## src/rtl/controle_entrada.sv

```systemverilog
// Inlet valve sequencer: debounces the tank level sensors and runs ESPERA/ENCHENDO/CHEIO/ERRO.
// Filter settles DEB_CYC edges after a stable raw change; state and outputs follow one edge later.
module controle_entrada #(
   parameter int DEB_CYC      = 4,
   parameter int FILL_TIMEOUT = 1000,
   parameter int MIN_OFF      = 16,
   parameter int CNT_W        = 16
) (
   input  logic       Clock,
   input  logic       Reset,
   input  logic       Sb,
   input  logic       Sm,
   input  logic       Sa,
   input  logic       Clear,
   output logic       Ve,
   output logic       Erro,
   output logic [1:0] Estado
);

   typedef enum logic [1:0] {
      ESPERA   = 2'b00,
      ENCHENDO = 2'b01,
      CHEIO    = 2'b10,
      ERRO     = 2'b11
   } state_t;

   localparam logic [CNT_W-1:0] ONE       = CNT_W'(1);
   localparam logic [CNT_W-1:0] DEB_LAST  = CNT_W'(DEB_CYC - 1);
   localparam logic [CNT_W-1:0] MIN_OFF_C = CNT_W'(MIN_OFF);
   localparam logic [CNT_W-1:0] FILL_LAST = CNT_W'(FILL_TIMEOUT - 1);

   state_t           state_q, state_d;
   logic [2:0]       filt_q, filt_d;   // {fSa, fSm, fSb}
   logic [CNT_W-1:0] deb_q [3];
   logic [CNT_W-1:0] deb_d [3];
   logic [CNT_W-1:0] off_q, off_d;
   logic [CNT_W-1:0] fill_q, fill_d;
   logic [2:0]       raw;
   logic             fsb, fsm, fsa;
   logic             incons;

   assign raw = {Sa, Sm, Sb};
   assign fsb = filt_q[0];
   assign fsm = filt_q[1];
   assign fsa = filt_q[2];

   // A higher mark reading wet while a lower one reads dry cannot happen physically.
   assign incons = (fsa & ~fsm) | (fsa & ~fsb) | (fsm & ~fsb);

   always_comb begin
      filt_d = filt_q;
      for (int i = 0; i < 3; i++) begin
         deb_d[i] = '0;
         if (raw[i] != filt_q[i]) begin
            if (deb_q[i] == DEB_LAST) begin
               filt_d[i] = raw[i];
            end else begin
               deb_d[i] = deb_q[i] + ONE;
            end
         end
      end
   end

   always_comb begin
      state_d = state_q;
      case (state_q)
         ESPERA: begin
            if (incons) begin
               state_d = ERRO;
            end else if (!fsb && (off_q == MIN_OFF_C)) begin
               state_d = ENCHENDO;
            end
         end
         ENCHENDO: begin
            if (incons) begin
               state_d = ERRO;
            end else if (fsa) begin
               state_d = CHEIO;
            end else if (fill_q == FILL_LAST) begin
               state_d = ERRO;
            end
         end
         CHEIO: begin
            if (incons) begin
               state_d = ERRO;
            end else if (!fsb) begin
               state_d = ESPERA;
            end
         end
         ERRO: begin
            if (Clear && !incons) begin
               state_d = ESPERA;
            end
         end
      endcase
   end

   // Valve-closed time accumulates only while idle or full; any fill or error restarts it.
   always_comb begin
      off_d = '0;
      if ((state_q == ESPERA) || (state_q == CHEIO)) begin
         off_d = (off_q == MIN_OFF_C) ? off_q : off_q + ONE;
      end
   end

   always_comb begin
      fill_d = fill_q;
      if ((state_q != ENCHENDO) && (state_d == ENCHENDO)) begin
         fill_d = '0;
      end else if (state_q == ENCHENDO) begin
         fill_d = fill_q + ONE;
      end
   end

   always_ff @(posedge Clock) begin
      if (Reset) begin
         state_q <= ESPERA;
         filt_q  <= '0;
         for (int i = 0; i < 3; i++) begin
            deb_q[i] <= '0;
         end
         off_q   <= '0;
         fill_q  <= '0;
         Ve      <= 1'b0;
         Erro    <= 1'b0;
         Estado  <= 2'b00;
      end else begin
         state_q <= state_d;
         filt_q  <= filt_d;
         for (int i = 0; i < 3; i++) begin
            deb_q[i] <= deb_d[i];
         end
         off_q   <= off_d;
         fill_q  <= fill_d;
         Ve      <= (state_d == ENCHENDO);
         Erro    <= (state_d == ERRO);
         Estado  <= state_d;
      end
   end

endmodule

```

## config.mk

```make
export PLATFORM = sky130hd
export DESIGN_NAME = controle_entrada
export DESIGN_NICKNAME = d
export VERILOG_FILES = /design/src/rtl/controle_entrada.sv
export SDC_FILE = /design/constraint.sdc
export NUM_CORES = 1
export LEC_CHECK = 0
export CAP_MARGIN = 20
export CORE_MARGIN = 5
export CORE_UTILIZATION = 42
export CTS_CLUSTER_SIZE = 24
export DETAILED_ROUTE_END_ITERATION = 16
export SKIP_LAST_GASP = 1
export SLEW_MARGIN = 20
export SYNTH_ARGS = -nofsm -noshare
export SYNTH_HDL_FRONTEND = slang
export SYNTH_SLANG_ARGS = --single-unit
```

## constraint.sdc

```tcl
create_clock -name Clock -period 2.1 [get_ports Clock]
set_input_delay 0.21 -clock Clock [delete_from_list [all_inputs] [get_ports Clock]]
set_output_delay 0.21 -clock Clock [all_outputs]
set_load 0.1 [all_outputs]
```

# --- Yosys cells after proc, flatten, opt, wreduce, memory -nomap -nowiden ---
# Memory sizes are Yosys's and may differ from the RTL's.
# Index checks and enable logic that the tools add are counted.
op_classes:
  add_sub_neg: 5
  multipliers: 0
  n_div: 0
  magnitude_cmp: 0
  n_eq_ne: 14
  shift: 0
  mux: 21
  bitwise_logic: 11
  reduce_logical: 12
ops:
  columns: ["cell", "n"]
  rows:
  - ["$mux W16", 9]
  - ["$add A16 B1 Y16 const B", 5]
  - ["$eq A16 B2 Y1 const B", 3]
  - ["$eq A16 B10 Y1 const B", 1]
  - ["$eq A16 B5 Y1 const B", 1]
  - ["$mux W2", 8]
  - ["$pmux W2 S4", 1]
  - ["$eq A2 B2 Y1 const B", 3]
  - ["$reduce_and A2 Y1", 3]
  - ["$or A1 B1 Y1", 5]
  - ["$eq A2 B1 Y1 const B", 2]
  - ["$reduce_or A2 Y1", 2]
  - ["$and A1 B1 Y1", 3]
  - ["$logic_and A1 B1 Y1", 3]
  - ["$mux W1", 3]
  - ["$ne A1 B1 Y1", 3]
  - ["$not A1 Y1", 3]
  - ["$logic_not A1 Y1", 2]
  - ["$logic_not A2 Y1", 1]
  - ["$ne A2 B1 Y1 const B", 1]
  - ["$logic_or A1 B1 Y1", 1]
word_totals:
  register_bits: 39
  latchBits: 0
  mem_bits_rw: 48
  rom_bits: 0
  output_inout_bits: 4
  memories: 1
memory_table:
  columns: ["name", "words", "word_bits", "read_ports", "rd_clocked_by_memory_dff", "wr", "line_no", "source"]
  rows:
  - ["deb_q", 3, 16, 3, 0, 3, "34", "logic [CNT_W-1:0] deb_q [3];"]

# --- Logic depth before layout (Yosys ltp) ---
logic_depth:
  ltp_word: 11
  ltp_mapped: 8
  mapped_depth_nobuf: 7

# --- Worst setup path after synthesis ---
# No wires, ideal clock.
synth_path:
  kind: "register -> register"
  from: "register state_q[1]"
  to: "register fill_q[10]"
  setup_time_ps: 115
  arrival_ps: 2181
  required_time_ps: 1985
  setup_slack_ps: -197
  path_stages_with_launch: 7
  period_less_slack_ps: 2297
  cell_sequence: "dfxtp_1 mux2i_1 a222oi_1 a31o_4 o31ai_4 buf_6 nor2_2"
synth_via:
  elab_chain_len: 7
  word_cells_on_any_way: 17
  cone_classes: "5 x eq/ne; 9 x mux; 3 x reduce/logical"
synth_rtl:
  columns: ["item", "line_no", "source"]
  rows:
  - ["start: declaration", "32", "state_t state_q, state_d;"]
  - ["start signal: assignment", "128", "state_q <= state_d;"]
  - ["$mux W2", "79", "end else if (fill_q == FILL_LAST) begin"]
  - ["$mux W2", "77", "end else if (fsa) begin"]
  - ["$mux W2", "75", "if (incons) begin"]
  - ["$pmux W2 S4", "66", "case (state_q)"]
  - ["$eq A2 B1 Y1", "108", "if ((state_q != ENCHENDO) && (state_d == ENCHENDO)) begin"]
  - ["$logic_and A1 B1 Y1", "108", null]
  - ["$reduce_or A2 Y1 (no source line)", null, null]
  - ["end signal: assignment", "134", "fill_q <= fill_d;"]
  - ["end: declaration", "37", "logic [CNT_W-1:0] fill_q, fill_d;"]
# Parallel ways exist; a longest one is shown, timed or not.
# A chain may end at the register's enable or synchronous reset.

# --- Final worst setup path ---
layout_path:
  from: "register off_q[0]"
  to: "register fill_q[3]"
layout_via:
  elab_chain_len: 8
layout_rtl:
  columns: ["item", "line_no", "source"]
  rows:
  - ["start: declaration", "36", "logic [CNT_W-1:0] off_q, off_d;"]
  - ["start signal: assignment", "122", "off_q <= '0;"]
  - ["start signal: assignment", "133", "off_q <= off_d;"]
  - ["$eq A16 B5 Y1", "70", "end else if (!fsb && (off_q == MIN_OFF_C)) begin"]
  - ["$logic_and A1 B1 Y1", "70", null]
  - ["$mux W2", "70", null]
  - ["$mux W2", "68", "if (incons) begin"]
  - ["$pmux W2 S4", "66", null]
  - ["$eq A2 B1 Y1", "108", null]
  - ["$logic_and A1 B1 Y1", "108", null]
  - ["$reduce_or A2 Y1 (no source line)", null, null]
# No other way between the ends.

==> impl_metrics.toml <==
[floorplanning]
die_x_um = 106
initial_core_util = 0.425
die_area_um2 = 11300
rows = 35
die_y_um = 106
core_um2 = 9150
ios = 10

[timing]
layout_setup_ws_ns = 0.172
post-route-min-period_ns = 1.93
worst_slew_pin_slew_ns = 0.579
rsz0062_at_grt = "false"
setup_viol = 0
max_slew_margin = 0.610
finalSetupTns_ns = 0
final_hold_viol_count = 0
drv_slew = 0
timing.clock.skew_ns = 0.0107
finalCritPeriodShare = 0.918
fmax_mhz = 519

[logic_synthesis]
syn-num-nets = 450
synth_area_um2 = 3890
synth_edf_count = 0
synth-main-ff-cell = "dfxtp_1"
synth.distinct_cells = 42
synth_top_area_frac = 0.448
yosys_warnings = 0
synth_cells = 438
seq_area_frac_synth = 0.448
ys_ff_latch = 87
avgSynthCellArea_um2 = 8.88
synth_top_cells_by_area = "dfxtp_1 (45%), xor2_1 (7.9%), nor2_1 (7.1%)"
async_flop_share = 0
synth_area_leader_cell = "dfxtp_1"

[global_route]
grt_max_degree = 17
first_global_vias = 2769
antenna_found_initial = 0
overflow = 0
grt_pass1_wl_mm = 11.9
gr-usage-all-layers = 0.126

[drt]
drt_pass1_iterations = 4
avgViaCountPerCell = 5.20
drcViolationCount = 0
detail-route-antenna-nets = 0
drt_wl_total_mm = 6.83
wl_per_cell_um = 12.0
drtIter0Drc = 104
via_count = 2960

[job]
maxCapViolations = 0

[cells_and_area]
fillers = 852
diodes = 0
fin_nets = 465
areaGrowthSynthToFinish_pct = 10.8
multi_input_area_um2 = 2040
regArea_um2 = 1740
drive_above_1_share = 0.0983

[clocking]
clk_pin_slew_ns = 0.09
clock_path_buffers = 2
cts_buffers = 9
post_cts_resized = 0
worstSkewPairLatency_ns = 0.35
cts_setup_buffers = 0
htreeDepth = 3
cts_tree = "built"
hold_buffers = 0
root_buffer = "clkbuf_8"
cts.sink_count = 87

[place]
hpwl_mm = 4.76
numPortBuffers = 9
place_ws_ns = 0.164
finalWeightedCongestion = 0.794

[critical_path]
rr_worst_depth = 8
critPathSlowestCell = "dfxtp_1"
crit_path_start_kind = "register"
critPathMaxStageDelay_ns = 0.36
worst-path-stages = 8
r2r_slack_ns = 0.17
worst-setup-path-type = "reg -> reg"
cp_cell_sequence = "inv_1, ha_1, and4bb_2, nand4_2, a31o_4, o31ai_4, buf_12, nor2_1"
critical-path-top-delay-family = "compound AO/OA/AOI/OAI gates"
crit_path_max_fanout = 13
endpoint_kind = "register"
cp_data_required_time_ns = 2.35
crit_arrival_ns = 2.18
cp_num_buf_inv = 2

[pwr]
leakage_nw = 1.49
pwr_density_cell_nw_per_um2 = 696
ir_drop_uv = 307

[hold_path]
hold_path_depth = 1
hold_path.class = "reg -> reg"

[status]
outcome = "complete, no violations"
-- path summary, 6_finish.rpt --
check                             startpoint      endpoint
worst min-delay path            deb_q[0][32]  deb_q[0][32]
worst max register to register      off_q[0]     fill_q[3]
worst max-delay path                off_q[0]     fill_q[3]
worst min register to register  deb_q[0][32]  deb_q[0][32]
-- power by group --
| group | leakage [nW] | switching, W | internal [W] |
|---|---|---|---|
| Clock | 0.107 | 0.000587 | 0.000620 |
| Combinational | 0.679 | 0.0000714 | 0.0000448 |
| Sequential | 0.703 | 0.0000157 | 0.00166 |
| Total | 1.49 | 0.000674 | 0.00233 |
-- flip-flops by register name, summed over array words and instances, names as in the netlist --
register	count
off_q	16
fill_q	16
Erro	1
filt_q	3
state_q	2
deb_q	48
Ve	1
-- cell usage after synthesis, types with 2 or more instances --
| library cell | count |
|---|---|
| o21ai_0 | 12 |
| nand4_1 | 17 |
| nand4_2 | 2 |
| nand2_1 | 28 |
| nor3_1 | 10 |
| dfxtp_1 | 87 |
| xor2_1 | 35 |
| and2_1 | 2 |
| inv_1 | 14 |
| xnor2_1 | 29 |
| nor4_1 | 10 |
| clkbuf_1 | 7 |
| nor2b_1 | 2 |
| nand2b_1 | 2 |
| and4_1 | 7 |
| nor2_2 | 10 |
| and3_1 | 12 |
| mux2i_1 | 4 |
| nand3_1 | 23 |
| or3_1 | 11 |
| a21oi_1 | 12 |
| nor3b_1 | 2 |
| buf_6 | 2 |
| nor2_1 | 74 |
| ha_1 | 6 |
| nor4b_1 | 2 |
-- layer usage --
layer | track usage | part of all wire | up-vias
li1 | - | - | 1539
met1 | 0.164 | 0.50 | 1368
met2 | 0.202 | 0.46 | 43
met3 | 0.0237 | 0.033 | 10
met4 | 0.0592 | 0.015 | 0
met5 | 0 | 0 | -
-- cells by family (layout without fill, tap and decap cells) --
family,Yosys count,after routing,synth area share
adder cells (fa/ha/maj),6,6,0.0193
multiplexers,4,4,0.0103
AND/OR/NAND/NOR,220,220,0.295
XOR/XNOR,64,64,0.144
buffers and inverters,24,44,0.0283
flip-flops,87,87,0.448
AO/OA/AOI/OAI,33,33,0.0550
-- area by class of cell --
class | instances | area share
clock buffer | 12 | 0.0360
tap | 111 | 0.0322
multi-input combinational | 327 | 0.473
timing repair buffer | 14 | 0.0302
inverter | 14 | 0.0122
clock inverter | 4 | 0.0122
sequential | 87 | 0.405
-- stage by stage --
| step | hold slack [ns] | util | instances | area, µm² | power [W] |
|---|---|---|---|---|---|
| floorplan | 0.354 | - | 438 | 3890 | 0.00180 |
| global placement | 0.423 | 0.448 | 553 | 4100 | 0.00183 |
| detailed placement | 0.432 | 0.448 | 553 | 4100 | 0.00183 |
| CTS | 0.445 | 0.471 | 569 | 4310 | 0.00305 |
| global route | 0.483 | 0.471 | 569 | 4310 | 0.00313 |
| finish | 0.444 | 0.471 | 569 | 4310 | 0.00300 |
-- cells in the final DEF (no fill, tap or decap), types with 2 or more instances in the layout --
cell and instances:
dfxtp_1 85, nor2_1 74, xor2_1 35, xnor2_1 29, nand2_1 28, nand3_1 23
nand4_1 17, inv_1 14, and3_1 12, a21oi_1 12, o21ai_0 12, or3_1 11
clkbuf_8 11, nor4_1 10, nor3_1 10, nor2_2 10, buf_4 8, and4_1 7
ha_1 6, clkdlybuf4s50_1 5, mux2i_1 4, nor3b_1 2, nand4_2 2, nand2b_1 2
and2_1 2, nor2b_1 2, nor4b_1 2, dfxtp_2 2
Note: power is estimated with default switching activity, not from simulation.
